$ cat src/rtl/lsu_mem_ctrl.sv
`default_nettype none
// ============================================================================
// Module   : lsu_mem_ctrl
// Purpose  : Load/store sequencer between the memory-stage request and a
//            word-only data memory (combinational read, synchronous write).
//            Loads extract and extend byte/half/word lanes; SB/SH run as a
//            two-access read-modify-write; misaligned, illegal or
//            out-of-range requests are answered with an error and never
//            touch memory.
// Ports    : clk, rst_n (async, active low)
//            req_valid/req_ready/req_we/req_funct3/req_addr/req_wdata
//            rsp_valid/rsp_ready/rsp_rdata/rsp_err
//            mem_re/mem_we/mem_addr/mem_wdata/mem_rdata
//            stat_loads/stat_stores/stat_errs (only with
//            LSU_MEM_CTRL_STATS_EN defined)
// Options  : `define LSU_MEM_CTRL_STATS_EN adds saturating response counters.
// Revision : 1.0 - initial release
// ============================================================================
module lsu_mem_ctrl #(
    parameter int MEM_WORDS = 256,
    parameter int CNT_W     = 16
) (
    input  logic        clk,
    input  logic        rst_n,
    input  logic        req_valid,
    output logic        req_ready,
    input  logic        req_we,
    input  logic [2:0]  req_funct3,
    input  logic [31:0] req_addr,
    input  logic [31:0] req_wdata,
    output logic        rsp_valid,
    input  logic        rsp_ready,
    output logic [31:0] rsp_rdata,
    output logic        rsp_err,
    output logic        mem_re,
    output logic        mem_we,
    output logic [31:0] mem_addr,
    output logic [31:0] mem_wdata,
    input  logic [31:0] mem_rdata
`ifdef LSU_MEM_CTRL_STATS_EN
    ,
    output logic [CNT_W-1:0] stat_loads,
    output logic [CNT_W-1:0] stat_stores,
    output logic [CNT_W-1:0] stat_errs
`endif
);

    localparam logic [2:0] c_IDLE   = 3'd0;
    localparam logic [2:0] c_LOAD   = 3'd1;
    localparam logic [2:0] c_RMW_RD = 3'd2;
    localparam logic [2:0] c_WRITE  = 3'd3;
    localparam logic [2:0] c_RESP   = 3'd4;
    localparam logic [2:0] c_ERR    = 3'd5;

    // First illegal byte address, held in 33 bits so 4*MEM_WORDS = 2^32 works.
    localparam logic [32:0] c_ADDR_LIMIT = {1'b0, 32'(MEM_WORDS)} << 2;

    logic [2:0]  r_state;
    logic [2:0]  r_funct3;
    logic [1:0]  r_addr_lo;
    logic [15:0] r_wdata;
    logic [31:0] r_mem_addr;
    logic [31:0] r_mem_wdata;
    logic [31:0] r_rdata;

    logic        w_legal_code;
    logic        w_misaligned;
    logic        w_out_of_range;
    logic        w_legal;
    logic [31:0] w_shifted;
    logic [31:0] w_load_data;
    logic [31:0] w_merge;

    // ------------------------------------------------------------------
    // Legality of the request presented on the req_* inputs
    // ------------------------------------------------------------------
    always_comb begin
        w_legal_code = 1'b0;
        if (req_we) begin
            case (req_funct3)
                3'b000, 3'b001, 3'b010: w_legal_code = 1'b1;
                default:                w_legal_code = 1'b0;
            endcase
        end else begin
            case (req_funct3)
                3'b000, 3'b001, 3'b010, 3'b100, 3'b101: w_legal_code = 1'b1;
                default:                                w_legal_code = 1'b0;
            endcase
        end

        // funct3[1:0] encodes the access size for every legal code
        w_misaligned = 1'b0;
        case (req_funct3[1:0])
            2'b01:   w_misaligned = req_addr[0];
            2'b10:   w_misaligned = |req_addr[1:0];
            default: w_misaligned = 1'b0;
        endcase

        w_out_of_range = ({1'b0, req_addr} >= c_ADDR_LIMIT);
        w_legal        = w_legal_code & ~w_misaligned & ~w_out_of_range;
    end

    // ------------------------------------------------------------------
    // Load lane extraction and store lane merge
    // ------------------------------------------------------------------
    always_comb begin
        w_shifted = mem_rdata >> {r_addr_lo, 3'b000};
        case (r_funct3)
            3'b000:  w_load_data = {{24{w_shifted[7]}},  w_shifted[7:0]};
            3'b001:  w_load_data = {{16{w_shifted[15]}}, w_shifted[15:0]};
            3'b100:  w_load_data = {24'b0, w_shifted[7:0]};
            3'b101:  w_load_data = {16'b0, w_shifted[15:0]};
            default: w_load_data = w_shifted;   // LW: aligned, shift is zero
        endcase

        w_merge = mem_rdata;
        if (r_funct3[1:0] == 2'b00) begin
            w_merge[{r_addr_lo, 3'b000} +: 8] = r_wdata[7:0];
        end else if (r_addr_lo[1]) begin
            w_merge[31:16] = r_wdata;
        end else begin
            w_merge[15:0] = r_wdata;
        end
    end

    // ------------------------------------------------------------------
    // Sequencer
    // ------------------------------------------------------------------
    always_ff @(posedge clk or negedge rst_n) begin
        if (!rst_n) begin
            r_state     <= c_IDLE;
            r_funct3    <= 3'b000;
            r_addr_lo   <= 2'b00;
            r_wdata     <= 16'h0000;
            r_mem_addr  <= 32'h0000_0000;
            r_mem_wdata <= 32'h0000_0000;
            r_rdata     <= 32'h0000_0000;
        end else begin
            case (r_state)
                c_IDLE: begin
                    if (req_valid) begin
                        r_funct3  <= req_funct3;
                        r_addr_lo <= req_addr[1:0];
                        r_wdata   <= req_wdata[15:0];
                        r_rdata   <= 32'h0000_0000;   // stores and errors return 0
                        if (!w_legal) begin
                            r_state <= c_ERR;
                        end else begin
                            r_mem_addr <= {req_addr[31:2], 2'b00};
                            if (!req_we) begin
                                r_state <= c_LOAD;
                            end else if (req_funct3[1:0] == 2'b10) begin
                                r_mem_wdata <= req_wdata;
                                r_state     <= c_WRITE;
                            end else begin
                                r_state <= c_RMW_RD;
                            end
                        end
                    end
                end
                c_LOAD: begin
                    r_rdata <= w_load_data;
                    r_state <= c_RESP;
                end
                c_RMW_RD: begin
                    r_mem_wdata <= w_merge;
                    r_state     <= c_WRITE;
                end
                c_WRITE: begin
                    r_state <= c_RESP;
                end
                c_RESP, c_ERR: begin
                    // Returning to IDLE first means a request waiting during
                    // the handshake is taken one cycle later, never the same edge.
                    if (rsp_ready) begin
                        r_state <= c_IDLE;
                    end
                end
                default: begin
                    r_state <= c_IDLE;
                end
            endcase
        end
    end

    // Memory strobes come from the state register alone, so asserting
    // rst_n cancels a pending write in the same instant.
    assign req_ready = (r_state == c_IDLE);
    assign mem_re    = (r_state == c_LOAD) | (r_state == c_RMW_RD);
    assign mem_we    = (r_state == c_WRITE);
    assign rsp_valid = (r_state == c_RESP) | (r_state == c_ERR);
    assign rsp_err   = (r_state == c_ERR);
    assign rsp_rdata = r_rdata;
    assign mem_addr  = r_mem_addr;
    assign mem_wdata = r_mem_wdata;

`ifdef LSU_MEM_CTRL_STATS_EN
    // ------------------------------------------------------------------
    // Saturating response counters
    // ------------------------------------------------------------------
    logic             r_we;
    logic [CNT_W-1:0] r_stat_loads;
    logic [CNT_W-1:0] r_stat_stores;
    logic [CNT_W-1:0] r_stat_errs;
    logic             w_rsp_done;

    assign w_rsp_done = rsp_valid & rsp_ready;

    always_ff @(posedge clk or negedge rst_n) begin
        if (!rst_n) begin
            r_we          <= 1'b0;
            r_stat_loads  <= '0;
            r_stat_stores <= '0;
            r_stat_errs   <= '0;
        end else begin
            if ((r_state == c_IDLE) && req_valid) begin
                r_we <= req_we;
            end
            if (w_rsp_done) begin
                if (r_state == c_ERR) begin
                    if (~&r_stat_errs)   r_stat_errs   <= r_stat_errs + 1'b1;
                end else if (r_we) begin
                    if (~&r_stat_stores) r_stat_stores <= r_stat_stores + 1'b1;
                end else begin
                    if (~&r_stat_loads)  r_stat_loads  <= r_stat_loads + 1'b1;
                end
            end
        end
    end

    assign stat_loads  = r_stat_loads;
    assign stat_stores = r_stat_stores;
    assign stat_errs   = r_stat_errs;
`else
    // Statistics absent; CNT_W has no effect in this build.
    generate
        if (CNT_W > 0) begin : g_no_stats
        end
    endgenerate
`endif

endmodule
`default_nettype wire

$ cat config.mk
export PLATFORM = sky130hd
export DESIGN_NAME = lsu_mem_ctrl
export DESIGN_NICKNAME = d
export VERILOG_FILES = /design/src/rtl/lsu_mem_ctrl.sv
export SDC_FILE = /design/constraint.sdc
export NUM_CORES = 1
export LEC_CHECK = 0
export CORE_MARGIN = 8
export CORE_UTILIZATION = 45
export CTS_CLUSTER_DIAMETER = 200
export DETAILED_ROUTE_END_ITERATION = 10
export GPL_ROUTABILITY_DRIVEN = 1
export PLACE_DENSITY = 0.81
export RECOVER_POWER = 100
export SYNTH_ARGS = -nofsm -noshare
export SYNTH_HDL_FRONTEND = slang
export SYNTH_SLANG_ARGS = --single-unit
$ cat constraint.sdc
create_clock -name clk -period 2.9 [get_ports clk]
set_input_delay 0.725 -clock clk [delete_from_list [all_inputs] [get_ports clk]]
set_output_delay 0.725 -clock clk [all_outputs]
set_load 0.03 [all_outputs]
==> metrics.txt, run 1 <==
status=finished, violations left; failing checks=capacitance limit, slew limit; Power Dens Cells=828 nW/µm²; Critical Path AT=3.01 ns; count of yosys warnings during synthesis=0; Port Buffers=202; Post-Layout Cell Count=953; final worst slack=0.185 ns; Worst-path clk slew=0.05 ns; Hold-fix buffers, CTS=0; Synth Cell Area=6160 µm²; clock sink total=118; #FFs+latches synth=118; Vias/cell=5.80; RR Startpoint=r_addr_lo[0]; worst slew pin tran=1.60 ns; number of global-route vias before repair=6079; filler cell count=1009; share of flip-flops with an asynchronous set or reset=100%; post_cts resized=0; grt total ovfl=0; endpoints failing hold=0; DIE AREA=17700 µm²; Initial Utilization=46.3%; drc violations=0; RSZ-0062 raised after global routing=no; largest family of logic cells by synthesized area=multiplexers; sequential cell area fraction in the yosys report=48.0%; Slew headroom=-6.43%; total CTS buffers=17; first-pass GRT wire length=33.6 mm; XOR/XNOR Fraction of Synth Area=0%; fraction of layout cells with a size suffix above 1=16.9%; Synth cell types=52; Pwr Total=7.41 mW; Max Slew Vio Count=32; Post-synth EDFFs=0; commonest non-fill, non-tap cell in the layout=dfrtp_1; worst vdd ir=368 µV; post-DP HPWL=15.5 mm; maxcap violations=1; commonest non-fill, non-tap cells in the layout=118 x dfrtp_1, 102 x clkdlybuf4s50_1, 98 x dlygate4sd3_1; post-placement cell count=922; nets=877; clk buf depth=2; post-synthesis mux area share=18.9%; Core Region=13300 µm²; Synth Area in Adders=1.63%; top_reg_cell synth=dfrtp_1; row count=42; area grow syn2layout=45.4%; Worst Setup End Kind=flip-flop; CTS H-tree depth=4; data required time of the critical path=3.19 ns; post-route ant nets=0; worst setup path startpoint=req_funct3[1]; vias after detailed routing=5530; crit path max fanout=32; CTS tree=done; hold_sp=mem_addr[12]; # diodes=0; initial antenna violation count=0; Worst-Skew Late Latency=0.42 ns; Final period util=93.6%; Die Width=133 µm; HP Class=flip-flop to flip-flop; Clock Skews=0.0123 ns; # setup viols final=0; P_leak=4.23 nW; Post-CTS Setup Bufs=0; All-Layer GR Usage=24.2%; drt total wl=21.1 mm; CP startpoint kind=primary input; min cycle time layout=2.72 ns; WL/cell=22.2 µm; drt initial violations=400; largest net degree at the start of global routing=89; GPL Wtd Cong=0.872; maximum clock frequency=368 MHz; Place WS=-0.110 ns; root buffer cell=clkbuf_16; IO Count=205; syn_area_per_cell=11.0 µm²; Compound-Gate Fraction of Synth Area=16.3%; Setup Crit Path Kind=primary input to flip-flop; Die Ht=133 µm; First-pass DRT Iterations=6; Cells after Synth=562; Post-Synth Simple-Gate Area=11.2%
==> state kept, by name, indices dropped and copies added, names as in the netlist <==
| signal | count |
|---|---|
| r_wdata | 16 |
| mem_addr | 30 |
| r_funct3 | 3 |
| mem_wdata | 32 |
| r_addr_lo | 2 |
| rsp_rdata | 32 |
| r_state | 3 |
==> worst paths after layout <==
| kind | slack [ns] | depth (start not counted) | end |
|---|---|---|---|
| worst max register to register | 0.34 | 8 | mem_wdata[25] |
| worst max-delay path | 0.18 | 8 | mem_wdata[25] |
| max in group asynchronous | 0.68 | 2 | mem_wdata[24] |
| worst min-delay path | 0.48 | 1 | mem_addr[12] |
| worst min register to register | 0.48 | 1 | mem_addr[12] |
| min in group asynchronous | 0.70 | 1 | mem_addr[4] |
==> cells by family (layout without fill, tap and decap cells) <==
logic type | count (synthesis) | after routing
AOI/OAI and AO/OA | 138 | 138
other | 1 | 2
and+or+nand+nor | 144 | 144
muxes | 102 | 102
DFF | 118 | 118
buffers and inverters | 51 | 265
adders and majority gates | 8 | 8
==> stage by stage <==
step           hold slack, ns  cell area (µm²)  util (%)  TNS, ns
2_1_floorplan           0.429             6160         -        0
3_3_place_gp            0.469             8400      63.2        0
3_5_place_dp            0.471             8400      63.2    -3.28
4_1_cts                 0.239             9020      67.9        0
5_1_grt                 0.498             8950      67.3        0
6_report                0.482             8950      67.3        0
==> final cells by class <==
cell class / count / area (µm²) / share of cell area [%]
clock buffers: 22 / 474 / 5.30
clock inverters: 9 / 149 / 1.66
inverters: 10 / 37.5 / 0.419
multi-input cells: 394 / 2940 / 32.8
flip-flops and latches: 118 / 2950 / 33.0
well taps: 176 / 220 / 2.46
repair buffers: 224 / 2180 / 24.4
==> where the power goes <==
group | internal (mW) | total, mW | switching (mW)
combinational | 1.21 | 2.89 | 1.69
clock | 1.50 | 2.22 | 0.726
sequential | 1.97 | 2.30 | 0.328
total | 4.67 | 7.41 | 2.74
==> per-layer routing <==
metal  up-vias  share of wire [%]  GRT usage (%)  routed length [µm]
met2       289                 47           38.6               10000
li1       2474                  -              -                   -
met4         0                2.8           10.3                 598
met1      2724                 40           28.7                8510
met3        43                9.5           8.86                2000
met5         -                  0              0                   0
==> critical path, cell delays in order <==
cell	delay, ns
dlygate4sd3_1	0.59
inv_1	0.10
ha_1	0.29
a21boi_0	0.27
nor3_1	0.12
a31oi_4	0.19
buf_6	0.30
mux2_2	0.39
==> Yosys cell counts, types with 2 or more instances <==
cell type	instances	area, µm²
dfrtp_1	118	2950
clkinv_1	2	7.51
mux2_1	4	45.0
inv_1	7	26.3
clkbuf_1	24	90.1
buf_2	7	35.0
ha_1	8	100
a21oi_1	17	85.1
mux2_4	9	135
a2111oi_4	2	55.1
nand2b_1	3	18.8
buf_1	2	7.51
o22ai_1	24	150
a22o_1	2	17.5
mux2_2	70	788
mux2i_1	18	180
nand2_1	50	188
and2_1	24	150
a221oi_1	30	263
buf_6	3	33.8
o21ai_1	4	20.0
buf_4	5	37.5
a221o_1	16	160
o21ai_0	35	175
nor4_1	5	31.3
nor2_1	42	158
nor2b_1	2	12.5
nor3_1	5	25.0
(Power assumes the default switching activity.)
==> inputs of run 2 (changes only) <==
--- a/config.mk
+++ b/config.mk
@@ -5,6 +5,8 @@
 export SDC_FILE = /design/constraint.sdc
 export NUM_CORES = 1
 export LEC_CHECK = 0
+export ABC_CLOCK_PERIOD_IN_PS = 2900
+export CAP_MARGIN = 10
 export CORE_MARGIN = 8
 export CORE_UTILIZATION = 45
 export CTS_CLUSTER_DIAMETER = 200
==> results of run 2 <==
The final DEF is identical to that of run 1; final timing and power are the same.
